## config.mk

```make
export PLATFORM = sky130hd
export DESIGN_NAME = seq_frame_monitor
export DESIGN_NICKNAME = d
export VERILOG_FILES = /design/src/rtl/seq_frame_monitor.sv
export SDC_FILE = /design/constraint.sdc
export NUM_CORES = 1
export LEC_CHECK = 0
export BUFFER_PORTS_ARGS = -buffer_cell sky130_fd_sc_hd__buf_2
export CORE_AREA = 2 2 73 75
export DETAILED_ROUTE_END_ITERATION = 10
export DIE_AREA = 0 0 75 77
export GPL_ROUTABILITY_DRIVEN = 1
export PLACE_DENSITY = 0.54
export REMOVE_ABC_BUFFERS = 1
export SLEW_MARGIN = 20
export SYNTH_ARGS = -nofsm -noshare
export SYNTH_HDL_FRONTEND = slang
export SYNTH_SLANG_ARGS = --single-unit
```

## constraint.sdc

```tcl
create_clock -name clk -period 2.2 [get_ports clk]
set_input_delay 0.11 -clock clk [delete_from_list [all_inputs] [get_ports clk]]
set_output_delay 0.11 -clock clk [all_outputs]
set_load 0.1 [all_outputs]
```

## src/rtl/seq_frame_monitor.sv

```systemverilog
// -----------------------------------------------------------------------------
// seq_frame_monitor
//
// Statistics stage behind the 101 sequence detector. Qualified bits (those
// with bit_valid=1) are grouped into frames of FRAME_LEN bits. For each frame
// the block counts detections, records where the first one fell, and tags
// the frame with the detector mode seen on frame bit 0. When a frame
// completes, its summary is offered through a valid/ready handshake from a
// one-entry holding register. If a completed frame finds that register still
// occupied and not draining, the frame is dropped. A drop sets a sticky
// overflow flag and bumps a saturating drop counter.
//
// Parameters
//   FRAME_LEN  bits per frame (>= 2)
//   CNT_W      width of the per-frame hit counter (saturating)
//   IDX_W      width of the bit-position index (2**IDX_W >= FRAME_LEN)
//
// Ports
//   clk            rising-edge clock
//   rst            synchronous, active-high reset
//   bit_valid      a data bit was applied to the detector this cycle
//   detected       detector output, aligned with bit_valid
//   mode           detector mode select, captured as the frame tag
//   rep_ready      consumer accepts the report
//   rep_valid      report available
//   rep_hits       qualified detections in the reported frame
//   rep_first_idx  position of the first detection (0 if none)
//   rep_any        at least one detection in the reported frame
//   rep_mode       mode captured at frame bit 0
//   overflow       sticky: a completed frame was dropped
//   drop_cnt       number of dropped frames, saturating at 255
// -----------------------------------------------------------------------------
module seq_frame_monitor #(
    parameter int FRAME_LEN = 16,
    parameter int CNT_W     = 5,
    parameter int IDX_W     = 4
) (
    input  logic             clk,
    input  logic             rst,
    input  logic             bit_valid,
    input  logic             detected,
    input  logic [1:0]       mode,
    input  logic             rep_ready,
    output logic             rep_valid,
    output logic [CNT_W-1:0] rep_hits,
    output logic [IDX_W-1:0] rep_first_idx,
    output logic             rep_any,
    output logic [1:0]       rep_mode,
    output logic             overflow,
    output logic [7:0]       drop_cnt
);

    localparam logic [IDX_W-1:0] LAST_POS = IDX_W'(FRAME_LEN - 1);
    localparam logic [CNT_W-1:0] HITS_MAX = '1;
    localparam logic [7:0]       DROP_MAX = 8'hFF;

    typedef enum logic {
        S_IDLE  = 1'b0,
        S_ACCUM = 1'b1
    } frame_state_t;

    // ------------------------------------------------------------------
    // Frame FSM and accumulators
    // ------------------------------------------------------------------
    frame_state_t     state_q, state_d;
    logic [IDX_W-1:0] pos_q, pos_d;
    logic [CNT_W-1:0] hits_q, hits_d;
    logic [IDX_W-1:0] first_idx_q, first_idx_d;
    logic             any_q, any_d;
    logic [1:0]       mode_q, mode_d;

    // Accumulator values with the current bit folded in. The completion
    // snapshot uses these, so the last bit's own detection is reported.
    logic [CNT_W-1:0] hits_upd;
    logic [IDX_W-1:0] first_idx_upd;
    logic             any_upd;
    logic [1:0]       tag_cur;
    logic             frame_done;

    // State register
    always_ff @(posedge clk) begin
        if (rst) begin
            state_q <= S_IDLE;
        end else begin
            state_q <= state_d;
        end
    end

    // Next-state logic
    always_comb begin
        state_d = state_q;
        case (state_q)
            S_IDLE: begin
                // FRAME_LEN >= 2, so bit 0 can never complete a frame.
                if (bit_valid) begin
                    state_d = S_ACCUM;
                end
            end
            S_ACCUM: begin
                if (bit_valid && (pos_q == LAST_POS)) begin
                    state_d = S_IDLE;
                end
            end
            default: state_d = S_IDLE;
        endcase
    end

    // Output / datapath logic of the frame FSM
    always_comb begin
        // In IDLE the accumulators are already clear, so the same update
        // expressions serve bit 0 and every later bit.
        hits_upd      = (detected && (hits_q != HITS_MAX)) ? hits_q + CNT_W'(1) : hits_q;
        first_idx_upd = (detected && !any_q) ? pos_q : first_idx_q;
        any_upd       = any_q | detected;
        // Bit 0 tags the frame with the live mode; later bits use the capture.
        tag_cur       = (state_q == S_IDLE) ? mode : mode_q;
        frame_done    = bit_valid && (state_q == S_ACCUM) && (pos_q == LAST_POS);

        pos_d       = pos_q;
        hits_d      = hits_q;
        first_idx_d = first_idx_q;
        any_d       = any_q;
        mode_d      = mode_q;

        if (bit_valid) begin
            if (frame_done) begin
                pos_d       = '0;
                hits_d      = '0;
                first_idx_d = '0;
                any_d       = 1'b0;
            end else begin
                pos_d       = pos_q + IDX_W'(1);
                hits_d      = hits_upd;
                first_idx_d = first_idx_upd;
                any_d       = any_upd;
                mode_d      = tag_cur;
            end
        end
    end

    always_ff @(posedge clk) begin
        if (rst) begin
            pos_q       <= '0;
            hits_q      <= '0;
            first_idx_q <= '0;
            any_q       <= 1'b0;
            mode_q      <= 2'b00;
        end else begin
            pos_q       <= pos_d;
            hits_q      <= hits_d;
            first_idx_q <= first_idx_d;
            any_q       <= any_d;
            mode_q      <= mode_d;
        end
    end

    // ------------------------------------------------------------------
    // One-entry report register with drop accounting
    // ------------------------------------------------------------------
    logic             full_q, full_d;
    logic [CNT_W-1:0] rep_hits_q, rep_hits_d;
    logic [IDX_W-1:0] rep_first_q, rep_first_d;
    logic             rep_any_q, rep_any_d;
    logic [1:0]       rep_mode_q, rep_mode_d;
    logic             overflow_q, overflow_d;
    logic [7:0]       drop_cnt_q, drop_cnt_d;

    logic xfer;
    logic load;
    logic drop;

    always_comb begin
        xfer = full_q && rep_ready;
        // A transfer in the completion cycle frees the slot for the new frame.
        load = frame_done && (!full_q || xfer);
        drop = frame_done && full_q && !rep_ready;

        full_d      = full_q;
        rep_hits_d  = rep_hits_q;
        rep_first_d = rep_first_q;
        rep_any_d   = rep_any_q;
        rep_mode_d  = rep_mode_q;
        overflow_d  = overflow_q;
        drop_cnt_d  = drop_cnt_q;

        if (load) begin
            full_d      = 1'b1;
            rep_hits_d  = hits_upd;
            rep_first_d = first_idx_upd;
            rep_any_d   = any_upd;
            rep_mode_d  = tag_cur;
        end else if (xfer) begin
            full_d = 1'b0;
        end

        if (drop) begin
            overflow_d = 1'b1;
            if (drop_cnt_q != DROP_MAX) begin
                drop_cnt_d = drop_cnt_q + 8'd1;
            end
        end
    end

    always_ff @(posedge clk) begin
        if (rst) begin
            full_q      <= 1'b0;
            rep_hits_q  <= '0;
            rep_first_q <= '0;
            rep_any_q   <= 1'b0;
            rep_mode_q  <= 2'b00;
            overflow_q  <= 1'b0;
            drop_cnt_q  <= 8'd0;
        end else begin
            full_q      <= full_d;
            rep_hits_q  <= rep_hits_d;
            rep_first_q <= rep_first_d;
            rep_any_q   <= rep_any_d;
            rep_mode_q  <= rep_mode_d;
            overflow_q  <= overflow_d;
            drop_cnt_q  <= drop_cnt_d;
        end
    end

    assign rep_valid     = full_q;
    assign rep_hits      = rep_hits_q;
    assign rep_first_idx = rep_first_q;
    assign rep_any       = rep_any_q;
    assign rep_mode      = rep_mode_q;
    assign overflow      = overflow_q;
    assign drop_cnt      = drop_cnt_q;

endmodule

```

==> results of run 1 <==
-- metal layers --
metal  global-route usage (%)  share of wire [%]  routed length (µm)
met1                    18.14                 50                1692
met4                    6.429                1.9                  66
met2                    18.25                 42                1432
met5                        0                  0                   0
met3                    4.731                6.1                 209
-- cells by family (layout without fill, tap and decap cells) --
kind of cell,Yosys count,count (layout)
AOI/OAI and AO/OA,44,44
xor gates and xnor gates,6,6
adders and majority gates,4,4
buffers and inverters,16,44
DFF,39,39
muxes,11,11
and+or+nand+nor,66,66
-- final timing paths --
kind / end / slack [ps] / startpoint / depth (start not counted)
worst min-delay path: mode_q[1] / 60 / mode[1] / 3
worst min register to register: overflow / 470 / overflow / 2
worst max-delay path: hits_q[2] / 260 / hits_q[0] / 7
worst max register to register: hits_q[2] / 260 / hits_q[0] / 7
-- placed cells by master (no fill, tap or decap), types with 2 or more instances in the layout --
cell and n:
clkbuf_8 6, o21ai_0 8, a22oi_1 6, and3_1 3, nor2_1 31, buf_2 28, buf_4 5, a21oi_1 13
o31ai_1 3, a211oi_1 12, dfxtp_1 39, nand3_1 5, or3_1 2, ha_1 4, nor3_1 4, nor2b_1 3
inv_1 3, nand4_1 4, xor2_1 5, mux2i_1 11, nand2_1 6, or4_1 4
-- worst max-delay path: cells and delay by family, from the launching register on --
kind / cells / cell delay, ps
flops: 1 / 360
simple gates: 4 / 990
fa+ha+maj: 2 / 410
compound gates: 1 / 120
-- area by class of cell --
class	instances	share of cell area (%)
Multi-Input combinational cell	131	41.89
Sequential cell	39	39.37
Timing Repair Buffer	33	8.959
Tap cell	70	4.416
Clock buffer	7	4.353
Inverter	3	0.5678
Clock inverter	1	0.4416
-- state kept, by name, indices dropped and copies added (netlist names), 2 cells and up --
| signal | cells |
|---|---|
| rep_hits | 5 |
| pos_q | 4 |
| mode_q | 2 |
| rep_first_idx | 4 |
| rep_mode | 2 |
| hits_q | 5 |
| first_idx_q | 4 |
| drop_cnt | 8 |
-- power groups by stage --
stage                     Sequential (mW)  Combinational, mW  Clock, mW
after global routing                0.729             0.0817      0.563
after floorplan                     0.741             0.0390          0
final                               0.727             0.0701      0.515
after CTS                           0.727             0.0718      0.536
after global placement              0.744             0.0727          0
after detailed placement            0.744             0.0715          0
==> summary.txt, run 1 <==
Run status
  • Status: complete, no violations

Synth
  • Area contributors post-synth: dfxtp_1 46%, nor2_1 6.9%, mux2i_1 6.5%
  • Cell taking the most area after synthesis: dfxtp_1
  • Synth top area share: between 40% and 50%
  • List of most frequent post-synthesis cells: 39 x dfxtp_1, 31 x nor2_1, 13 x a21oi_1, 12 x a211oi_1, 11 x mux2i_1
  • Syn_area_per_cell: 9.128 µm²
  • EDFF count, synth: 0
  • Post-synthesis adder-cell area fraction: under 10%
  • Gate Count Post-Synth: between 150 and 200
  • Simple-gate area share of the yosys netlist: 19.16%
  • Post-synth cell types: 29
  • Post-Synth XOR/XNOR Area: under 10%
  • Mux cell area share after synthesis: 6.485%
  • Ys async rst share: 0%
  • Number of synthesized register bits: 39
  • Register area share after synthesis: 45.98%
  • Largest family of logic cells by synthesized area: simple AND/OR/NAND/NOR gates
  • Most instantiated library cell after synthesis: dfxtp_1
  • Compound-Gate Fraction of Synth Area: 17.24%
  • Warnings, synthesis: 0
  • Main synth FF type: dfxtp_1
  • Post-Syn Area: roughly 1700 µm²

Place
  • DP Area: 1888 µm²
  • Routability cong.: approximately 0.71
  • Setup WS pre-CTS: 290.4 ps
  • Post-DP HPWL: about 2300 µm
  • IO Port Bufs: 28
  • Placed Instances: 276

Setup path
  • CP required: 2420 ps
  • Setup CP Type: flop to flop
  • Startpoint class of the critical path: flop
  • Most used cell, CP: ha_1
  • Slowest cell on the critical path: or4_1
  • Critical path fanouts, max: 5
  • Largest stage delay on the critical path: 410 ps
  • CP Cell Sequence: ha_1 -> and3_1 -> ha_1 -> nor2b_1 -> nand2_1 -> or4_1 -> a21oi_1
  • Crit. End Element: flop
  • Crit path arrival time: 2160 ps

Final layout
  • P&R area growth vs syn: 16.80%
  • Layout Nets: 224
  • Non-Filler Instances: 284
  • Fin area: 1983 µm²
  • Fillers: 521
  • ANT cells: 0
  • Register area: just under 800 µm²
  • Multi-input logic area: 830.8 µm²
  • Fin util: 39.84%
  • Layout cells sized above 1: approximately 21%

Timing
  • Final setup fails: 0
  • Worst rel slew slack: approximately two thirds
  • Slew Viols, Final: 0
  • Period utilization: 88.31%
  • Fin Setup TNS: 0 ps
  • Hold WS: 58.55 ps
  • Hold Fails Final Rpt: 0
  • Slew @ Worst Pin: approximately 500 ps
  • Peak Freq: 514.7 MHz
  • RSZ-0062 raised after global routing: no
  • Min Tclk post-route: 1943 ps
  • Final worst setup slack: around 260 ps
  • Skew final: 9.978 ps

Power and ir drop
  • Power Density: 661.5 nW/µm²
  • Max VDD drop: 0.0002238 V
  • Seq pwr share: 55.4%
  • Lkg Pwr: 0.7901 nW
  • Clock network power share: 39.2%
  • Sw Pwr: ~0.31 mW
  • Switching share of total power: a little under a quarter
  • Total power: approximately 1.3 mW
  • Comb power frac: 5.3%
  • Int Pwr: around 1.0 mW

Route
  • Drt first pass iters: 4
  • Final ANT Viol Nets: 0
  • WL/cell: between 10 and 15 µm
  • Initial DRC count: 64
  • Vias: 1380
  • Total Wirelength: 3400 µm
  • Vias per cell: 4.859
  • DRC viols: 0

GRT
  • Vias in the first global route: 1289
  • Initial antenna violation count: 0
  • Global-route wire length before repair: 5961 µm
  • Tot GR Track Use: about an eighth
  • Largest net degree at the start of global routing: 27
  • Remaining Overflow, GRT: 0

Floorplanning
  • Placement row count: 26
  • Core area: 4977 µm²
  • Starting Density: 34.11%
  • Die X: 75 µm
  • Full die area: 5775 µm²
  • Die H: 77 µm
  • # IOs: 29

Clock network
  • H-tree depth: 2
  • Worst skew pair latency: roughly 300 ps
  • Setup bufs post-CTS: 0
  • Post-CTS sizing: 0
  • CTS tree: yes
  • Number of clock sinks: 39
  • Number of hold buffers added after CTS: 0
  • Clk buf depth: 2
  • CTS Buf Count: 5
  • Root buffer cell: clkbuf_8
  • CTS clk-pin slew, worst paths: about 80 ps

Min path
  • Hold Path Class: input port to flop

Run
  • Max-Cap Viols: 0
(Power assumes the default switching activity.)
==> run 2: changes to the inputs <==
--- a/config.mk
+++ b/config.mk
@@ -10,7 +10,7 @@
 export DETAILED_ROUTE_END_ITERATION = 10
 export DIE_AREA = 0 0 75 77
 export GPL_ROUTABILITY_DRIVEN = 1
-export PLACE_DENSITY = 0.54
+export PLACE_DENSITY = 0.55
 export REMOVE_ABC_BUFFERS = 1
 export SLEW_MARGIN = 20
 export SYNTH_ARGS = -nofsm -noshare
==> summary.txt, run 2 (synthesized netlist as in run 1, its figures left out) <==
Run status
  • Status: complete, no violations

Final layout
  • Register area: 780.7 µm²
  • Layout Nets: 224
  • Multi-input logic area: around 830 µm²
  • ANT cells: 0
  • Fillers: 512
  • Max reg flops: 8
  • Most common cell after layout, fill and taps aside: dfxtp_1
  • Layout cells sized above 1: between 20% and 30%
  • P&R area growth vs syn: 18.13%
  • Most frequent cells in the layout: 39 x dfxtp_1, 31 x nor2_1, 28 x buf_2

Floorplanning
  • Die X: 75 µm
  • Starting Density: 34.11%
  • # IOs: 29
  • Full die area: roughly 5800 µm²
  • Core area: 4977 µm²
  • Die H: 77 µm
  • Placement row count: 26

GRT
  • Tot GR Track Use: 13.12%
  • Largest net degree at the start of global routing: 29
  • Initial antenna violation count: 0
  • Global-route wire length before repair: 5871 µm
  • Remaining Overflow, GRT: 0
  • Vias in the first global route: 1309

Clock network
  • CTS Buf Count: 5
  • CTS tree: yes
  • Post-CTS sizing: 0
  • Number of clock sinks: 39
  • H-tree depth: 2
  • Worst skew pair latency: 290 ps
  • Clk buf depth: 2
  • CTS clk-pin slew, worst paths: ~80 ps
  • Root buffer cell: clkbuf_8
  • Setup bufs post-CTS: 0
  • Number of hold buffers added after CTS: 0

Power and ir drop
  • Lkg Pwr: 0.8029 nW
  • Switching share of total power: 22.07%
  • Max VDD drop: 0.0003190 V
  • Int Pwr: about 1.1 mW
  • Power Density: between 700 and 800 nW/µm²
  • Comb power frac: 5.0%
  • Clock network power share: 44.0%
  • Seq pwr share: 51.0%
  • Sw Pwr: 0.3149 mW

Route
  • WL/cell: 12.36 µm
  • Final ANT Viol Nets: 0
  • Drt first pass iters: 4
  • DRC viols: 0
  • Initial DRC count: 78
  • Vias per cell: roughly 4.8
  • Vias: 1375
  • Total Wirelength: between 3000 and 4000 µm

Place
  • Routability cong.: 0.6994
  • Post-DP HPWL: 2350 µm
  • Setup WS pre-CTS: 277.1 ps
  • IO Port Bufs: 28

Setup path
  • CP required: 2420 ps
  • Crit path arrival time: 2210 ps
  • Largest stage delay on the critical path: 400 ps
  • Crit. End Element: flop
  • Critical path fanouts, max: 5
  • Startpoint class of the critical path: flop
  • Setup CP Type: flop to flop
  • Most used cell, CP: ha_1
  • Slowest cell on the critical path: or4_1
  • CP Cell Sequence: ha_1 -> and3_1 -> ha_1 -> nor2b_1 -> nand2_1 -> or4_1 -> a21oi_1

Timing
  • Min Tclk post-route: just under 2000 ps
  • Slew @ Worst Pin: 524.8 ps
  • Slew Viols, Final: 0
  • RSZ-0062 raised after global routing: no
  • Period utilization: 90.34%
  • Fin Setup TNS: 0 ps
  • Final worst setup slack: between 200 and 250 ps
  • Hold Fails Final Rpt: 0
  • Hold WS: 58.43 ps
  • Skew final: around 11 ps
  • Peak Freq: 503.1 MHz
  • Final setup fails: 0
  • Worst rel slew slack: 65.01%

Run
  • Max-Cap Viols: 0

Min path
  • Hold Path Class: input port to flop
-- run 2: critical path: cells and delay by family, from the launching register on --
| kind | cells | cell delay [ps] |
|---|---|---|
| AO/OA/AOI/OAI | 1 | 150 |
| AND/OR/NAND/NOR | 4 | 1000 |
| adder cells (fa/ha/maj) | 2 | 420 |
| flip-flops | 1 | 360 |
-- run 2: power by group through the flow --
stage | Sequential (mW) | Clock (mW) | Combinational (mW)
2_1_floorplan | 0.741 | 0 | 0.0390
3_3_place_gp | 0.744 | 0 | 0.0727
3_5_place_dp | 0.744 | 0 | 0.0719
4_1_cts | 0.728 | 0.645 | 0.0726
5_1_grt | 0.730 | 0.672 | 0.0802
6_report | 0.728 | 0.627 | 0.0716
-- run 2: layout make-up --
type,instances,area share [%]
multi-input combinational,131,41.42
clock buffer,6,4.117
sequential,39,38.93
inverter,3,0.5614
clock inverter,2,1.747
tap,70,4.367
timing repair buffer,33,8.858
-- run 2: layer usage --
| layer | global-route usage [%] | share of wire (%) | wire (µm) |
|---|---|---|---|
| met4 | 4.286 | 1.5 | 53 |
| met3 | 5.388 | 5.5 | 192 |
| met2 | 19.47 | 42 | 1462 |
| met5 | 0 | 0 | 0 |
| met1 | 17.09 | 51 | 1801 |
-- run 2: worst paths after layout --
| kind | slack, ps | end | cells past startpoint | start |
|---|---|---|---|---|
| hold reg to reg | 480 | mode_q[1] | 2 | mode_q[1] |
| setup / recovery | 210 | hits_q[2] | 7 | hits_q[0] |
| setup reg to reg | 210 | hits_q[2] | 7 | hits_q[0] |
| hold / removal | 60 | mode_q[0] | 3 | mode[0] |
-- run 2: per-stage QoR --
stage / instance area (µm²) / utilization (%) / total power [mW] / std cells
after CTS: 2006 / 40.30 / 1.445 / 284
after floorplan: 1623 / - / 0.7802 / 173
final: 2006 / 40.30 / 1.427 / 284
after global placement: 1888 / 37.93 / 0.8167 / 276
after detailed placement: 1888 / 37.93 / 0.8161 / 276
after global routing: 2006 / 40.30 / 1.482 / 284
